## src/rtl/fifo_burst_drain_arbiter.sv

```systemverilog
// Round-robin drain of NUM_SRC FWFT FIFOs into one tagged output stream.
// Each grant moves exactly PKT_LEN beats through a one-entry output buffer.
module fifo_burst_drain_arbiter #(
  parameter int NUM_SRC    = 4,
  parameter int DATA_WIDTH = 8,
  parameter int PKT_LEN    = 16,
  parameter int ID_W       = $clog2(NUM_SRC)
) (
  input  logic                          clock,
  input  logic                          reset,
  input  logic [NUM_SRC*DATA_WIDTH-1:0] src_data,
  input  logic [NUM_SRC-1:0]            src_valid,
  output logic [NUM_SRC-1:0]            src_read_enable,
  output logic [DATA_WIDTH-1:0]         out_data,
  output logic                          out_valid,
  input  logic                          out_ready,
  output logic [ID_W-1:0]               out_src_id,
  output logic                          out_last,
  output logic                          busy
);

  localparam int CNT_W = $clog2(PKT_LEN) + 1;

  typedef enum logic {
    IDLE  = 1'b0,
    BURST = 1'b1
  } state_t;

  state_t                state_q, state_d;
  logic [ID_W-1:0]       grant_q, grant_d;
  logic [ID_W-1:0]       last_grant_q, last_grant_d;
  logic [CNT_W-1:0]      beat_cnt_q, beat_cnt_d;
  logic [DATA_WIDTH-1:0] out_data_q, out_data_d;
  logic                  out_valid_q, out_valid_d;
  logic [ID_W-1:0]       out_src_id_q, out_src_id_d;
  logic                  out_last_q, out_last_d;

  logic                  pop;
  logic                  is_last;
  logic                  any_req;
  logic [ID_W-1:0]       sel;
  logic [ID_W-1:0]       scan_idx;

  // Scan starts just after the last served source so every requester is reached within NUM_SRC packets.
  always_comb begin
    any_req  = 1'b0;
    sel      = '0;
    scan_idx = '0;
    for (int k = 1; k <= NUM_SRC; k++) begin
      scan_idx = ID_W'((int'(last_grant_q) + k) % NUM_SRC);
      if (!any_req && src_valid[scan_idx]) begin
        any_req = 1'b1;
        sel     = scan_idx;
      end
    end
  end

  assign is_last = (beat_cnt_q == CNT_W'(PKT_LEN - 1));

  // NOTE: every signal written here gets a default first, so no path leaves it unassigned and no latch is inferred.
  always_comb begin
    state_d      = state_q;
    grant_d      = grant_q;
    last_grant_d = last_grant_q;
    beat_cnt_d   = beat_cnt_q;
    out_data_d   = out_data_q;
    out_valid_d  = out_valid_q;
    out_src_id_d = out_src_id_q;
    out_last_d   = out_last_q;
    src_read_enable = '0;

    pop = (state_q == BURST) && src_valid[grant_q] && (!out_valid_q || out_ready);
    if (pop) src_read_enable[grant_q] = 1'b1;

    if (out_ready && !pop) out_valid_d = 1'b0;

    case (state_q)
      IDLE: begin
        if (any_req) begin
          grant_d    = sel;
          beat_cnt_d = '0;
          state_d    = BURST;
        end
      end
      BURST: begin
        // A dry source simply stalls here; the packet is never abandoned or interleaved.
        if (pop) begin
          out_data_d   = src_data[int'(grant_q)*DATA_WIDTH +: DATA_WIDTH];
          out_src_id_d = grant_q;
          out_valid_d  = 1'b1;
          out_last_d   = is_last;
          if (is_last) begin
            state_d      = IDLE;
            last_grant_d = grant_q;
            beat_cnt_d   = '0;
          end else begin
            beat_cnt_d = beat_cnt_q + CNT_W'(1);
          end
        end
      end
      default: state_d = IDLE;
    endcase
  end

  // NOTE: sequential state uses non-blocking assignments so every flop samples pre-edge values.
  always_ff @(posedge clock) begin
    if (reset) begin
      state_q      <= IDLE;
      grant_q      <= '0;
      last_grant_q <= ID_W'(NUM_SRC - 1);
      beat_cnt_q   <= '0;
      out_data_q   <= '0;
      out_valid_q  <= 1'b0;
      out_src_id_q <= '0;
      out_last_q   <= 1'b0;
    end else begin
      state_q      <= state_d;
      grant_q      <= grant_d;
      last_grant_q <= last_grant_d;
      beat_cnt_q   <= beat_cnt_d;
      out_data_q   <= out_data_d;
      out_valid_q  <= out_valid_d;
      out_src_id_q <= out_src_id_d;
      out_last_q   <= out_last_d;
    end
  end

  assign out_data   = out_data_q;
  assign out_valid  = out_valid_q;
  assign out_src_id = out_src_id_q;
  assign out_last   = out_last_q;
  assign busy       = (state_q == BURST) || out_valid_q;

endmodule
```

## config.mk

```make
export PLATFORM = sky130hd
export DESIGN_NAME = fifo_burst_drain_arbiter
export DESIGN_NICKNAME = d
export VERILOG_FILES = /design/src/rtl/fifo_burst_drain_arbiter.sv
export SDC_FILE = /design/constraint.sdc
export NUM_CORES = 1
export LEC_CHECK = 0
export CORE_MARGIN = 8
export CORE_UTILIZATION = 35
export DETAILED_ROUTE_END_ITERATION = 8
export GPL_TIMING_DRIVEN = 0
export PLACE_DENSITY = 0.7
export SLEW_MARGIN = 20
export SYNTH_ARGS = -nofsm -noshare
export SYNTH_HDL_FRONTEND = slang
export SYNTH_SLANG_ARGS = --single-unit
```

## constraint.sdc

```tcl
create_clock -name clock -period 2.2 [get_ports clock]
set_input_delay 0.22 -clock clock [delete_from_list [all_inputs] [get_ports clock]]
set_output_delay 0.22 -clock clock [all_outputs]
set_load 0.02 [all_outputs]
```

# After elaboration in Yosys (flattened, before gate mapping)
# Cells that the tools add are included.
# classes
add_sub_neg,5
magnitude_cmp,6
eq_ne,3
shift,1
muxes,32
bitwise_logic,1
reduce_logical,18
# ops
cell,count
$shiftx 32x6->8,1
$mux 1,16
$lt 2x3->1 const B,5
$mux 5,3
$bmux 1 s2,5
$pmux 5 s2,1
$mux 2,4
$logic_and 1x1->1,7
$reduce_and 2->1,3
$add 5x1->5 const B,1
$eq 5x4->1 const B,1
$logic_not 1->1,5
$add 2x1->2 const B,2
$add 2x2->2 const B,2
$mux 4,1
$reduce_and 3->1,1
$demux 1 s2,1
$ge 2x1->1 const B,1
$logic_or 1x1->1,2
$ne 2x1->1 const B,1
$ne 2x2->1 const B,1
$pmux 1 s2,1
$not 1->1,1
# word_totals
reg_bits,22
in_bits,39
output_inout_bits,17
word_cells,74

# Logic depth before layout (Yosys ltp)
# depth
depth_word,15
ltp_mapped,6
depth_no_buf,5

# Worst setup path after synthesis
# OpenSTA, ideal clock, no wires.
# synth_timing
path_kind,register to output
startpoint,register grant_q[0]
endpoint,output src_read_enable[0]
arrival_time_ns,1.511
required_time_ns,1.980
path_slack_ns,0.469
stages_incl_launch_ff,5
path_buffers,1
path_cell_list,dfxtp_1 -> mux4_2 -> nand3_2 -> buf_4 -> nor3_1
# synth_via
elab_chain_len,5
elab_cells_between_ends,10
cone_classes,order compare: 2; mux: 5; reduce/logical: 3
# synth_rtl
item,line_no,text
from (decl),30,"logic [ID_W-1:0] grant_q, grant_d;"
from (signal assigned),118,grant_q <= grant_d;
"$lt 2x3->1 (not written as such), or another cell as far along",73,if (pop) src_read_enable[grant_q] = 1'b1;
$logic_and 1x1->1 (not written as such) / $mux 1 (equally long branches),"73, 72",
$mux 1 (not written as such) / $logic_and 1x1->1 (equally long branches),"73, 72",
$demux 1 s2 / $logic_and 1x1->1 (equally long branches),"73, 72",
$mux 4 (*),73,
to (decl),13,"output logic [NUM_SRC-1:0] src_read_enable,"
# Every way passes the cells marked *; elsewhere a longest branch is shown, timed or not. The select of a mux whose other input is x is not followed.

# Final worst setup path
# Same ends and word-level chain as after synthesis.

==> impl_metrics.py <==
metrics = {
    "timing": {
        "clock.fmax_mhz": 474,
        "clock_skew_ns": 0.00273,
        "slew_violations": 0,
        "finalCriticalPeriod_ns": 2.11,
        "period_share_pct": 96.0,
        "max_slew_margin_pct": 66.6,
        "worst_slack_ns": 0.0885,
        "hold_viol": 0,
        "worst_slew_pin_slew_ns": 0.501,
        "setup_violations": 0,
        "rsz0062_at_grt": "no",
    },
    "clock_tree": {
        "clk_latency_ns": 0.31,
        "cts_max_level": 1,
        "cts_tree": "built",
        "numCtsBuffers": 3,
        "clk_pin_slew_ns": 0.12,
        "clockRootBuffer": "clkbuf_4",
        "clk_path_buf_depth": 2,
        "cts_sinks": 22,
    },
    "synth": {
        "synth_nets": 173,
        "synth_enable_flop_cells": 0,
        "netlist_top_cells_count": "25 x nand2_1, 22 x dfxtp_1, 16 x a21oi_1, 9 x mux4_2, 7 x nor2_1",
        "synth_most_common_cell": "nand2_1",
        "yosysWarnings": 0,
        "ys_seq_area_share_pct": 36.5,
        "syn_area_um2": 1210,
        "synth.distinct_cells": 34,
        "async_flop_share_pct": 0,
        "synth_top_area_cell": "dfxtp_1",
        "synth_top_area_share_pct": 36.5,
        "ys.flop_type": "dfxtp_1",
        "synth_cells": 133,
        "synth.area.top_cells": "dfxtp_1 36%, mux4_2 17%, nand2_1 7.8%",
        "ys_seq_elements": 22,
        "avgSynthCellArea_um2": 9.08,
    },
    "drt": {
        "wirelength_mm": 3.78,
        "drtIter0Drc": 111,
        "routedWlPerCell_um": 16.0,
        "drtPass1Iterations": 4,
        "ant_nets": 0,
        "vias": 1216,
        "drcViolationCount": 0,
        "via_per_inst": 5.15,
    },
    "global_routing": {
        "grt_usage_pct": 14.4,
        "grt_max_degree": 12,
        "grt_pass1_wl_mm": 6.13,
        "grt.overflow.total": 0,
        "grt_pass1_vias": 1294,
        "antenna_found_initial": 0,
    },
    "placement": {
        "placedCellCount": 233,
        "dp_slack_ns": -0.430,
        "gp_congestion": 0.830,
        "detailed_place.area_um2": 1810,
        "io_buffers": 54,
        "post-dp-hpwl_mm": 3.02,
    },
    "worst_setup_path": {
        "cp-end-kind": "output port",
        "ff2ff_path_depth": 6,
        "crit_arrival_ns": 1.89,
        "start_kind": "flop",
        "crit_fanout": 10,
        "ff2ff_setup_slack_ns": 0.43,
        "required_ns": 1.98,
        "path_class": "flop to output port",
    },
    "job": {
        "drv_cap": 0,
    },
    "status": {
        "status": "finished clean",
    },
    "cells_and_area": {
        "design_area_um2": 1870,
        "fin_cells": 236,
        "finish.utilization_pct": 56.0,
        "layout-drive-gt1-share_pct": 16.3,
        "area_delta_synth_final_pct": 54.8,
        "fillers": 320,
        "nNetsFinal": 232,
        "n_antenna_cell": 0,
    },
    "floorplanning": {
        "start_util_pct": 36.2,
        "core.rowCount": 21,
        "fp.dieW_um": 74.7,
        "die_h_um": 74.7,
        "ios": 56,
        "core_um2": 3340,
        "die_area_um2": 5590,
    },
    "worst_hold_path": {
        "min_path_cells": 2,
        "min_path_type": "input pin to flop",
    },
    "pwr": {
        "peakVddDrop_mv": 0.213,
        "power.leakage_nw": 0.689,
        "power_density_nw_per_um2": 473,
    },
}
-- state kept, by name (all words and copies together) (netlist names) --
name / cells
out_data: 8
beat_cnt_q: 5
grant_q: 2
last_grant_q: 2
out_src_id: 2
out_last: 1
out_valid: 1
state_q: 1
-- final timing paths --
| kind | to | startpoint |
|---|---|---|
| min reg2reg | beat_cnt_q[4] | beat_cnt_q[4] |
| max reg2reg | beat_cnt_q[0] | grant_q[0] |
| max | src_read_enable[0] | grant_q[0] |
| min | out_last | reset |
-- placed cells by master (no fill, tap or decap), drive strengths merged --
cell type and count:
nand2 25, mux4 9, buf 5, and2 3, and3 2, a211o 2
o21ai 4, mux2i 1, ha 1, nand4 1, clkdlybuf4s50 50, a221oi 1
o221ai 2, a31oi 2, dlygate4sd2 2, clkbuf 7, or2 1, o22a 1
a21boi 1, nor2 7, nand2b 2, dfxtp 22, inv 6, nor3b 1
nor3 5, clkdlybuf4s15 1, nand3 6, or4 1, o211ai 1, nor4b 1
and4b 1, a21oi 16
-- stage by stage --
step	total power (W)	TNS, ns	hold WS (ns)
2_1_floorplan	0.000563	0	0.408
3_3_place_gp	0.000685	-1.20	0.417
3_5_place_dp	0.000689	-1.30	0.427
4_1_cts	0.000889	0	0.322
5_1_grt	0.000932	0	0.380
6_report	0.000884	0	0.335
-- logic make-up (layout without fill, tap and decap cells) --
| family | count (synthesis) | in the layout | synth area share [%] |
|---|---|---|---|
| fa+ha+maj | 1 | 1 | 1.04 |
| flops | 22 | 22 | 36.5 |
| simple gates | 56 | 56 | 24.5 |
| buf+inv | 14 | 71 | 5.49 |
| compound gates | 30 | 30 | 14.9 |
| mux | 10 | 10 | 17.6 |
-- cell type report --
type	instances	area [um2]	share of cell area (%)
buffer	7	51.3	2.74
clock buffer	3	22.5	1.20
inverter	6	22.5	1.20
multi-input combinational	97	728	39.0
sequential	22	445	23.8
tap	46	57.6	3.08
timing repair buffer	55	542	29.0
-- per-layer routing --
layer / wire length (um) / track usage [%] / vias up / part of all wire (%)
li1: - / - / 598 / -
met1: 1410 / 15.9 / 564 / 37
met2: 2050 / 25.1 / 45 / 54
met3: 194 / 2.93 / 9 / 5.1
met4: 124 / 7.83 / 0 / 3.3
met5: 0 / 0 / - / 0
-- power breakdown --
part / switching, W / total, W / internal (W)
Combinational: 0.000110 / 0.000260 / 0.000150
Clock: 0.000128 / 0.000192 / 0.0000642
Sequential: 0.0000144 / 0.000431 / 0.000416
-- worst max-delay path: stages (launching register included) --
cell,delay [ns]
dfxtp_4,0.40
mux4_2,0.55
nand3_4,0.16
buf_6,0.16
nor3_2,0.05
clkdlybuf4s15_2,0.26
-- repair_timing --
item                       CTS  global route
pin swaps                    0             0
setup buffers                1             0
hold buffers                 0             0
resized for setup           13             9
setup endpoints to repair    4             4
(Power assumes the default switching activity.)
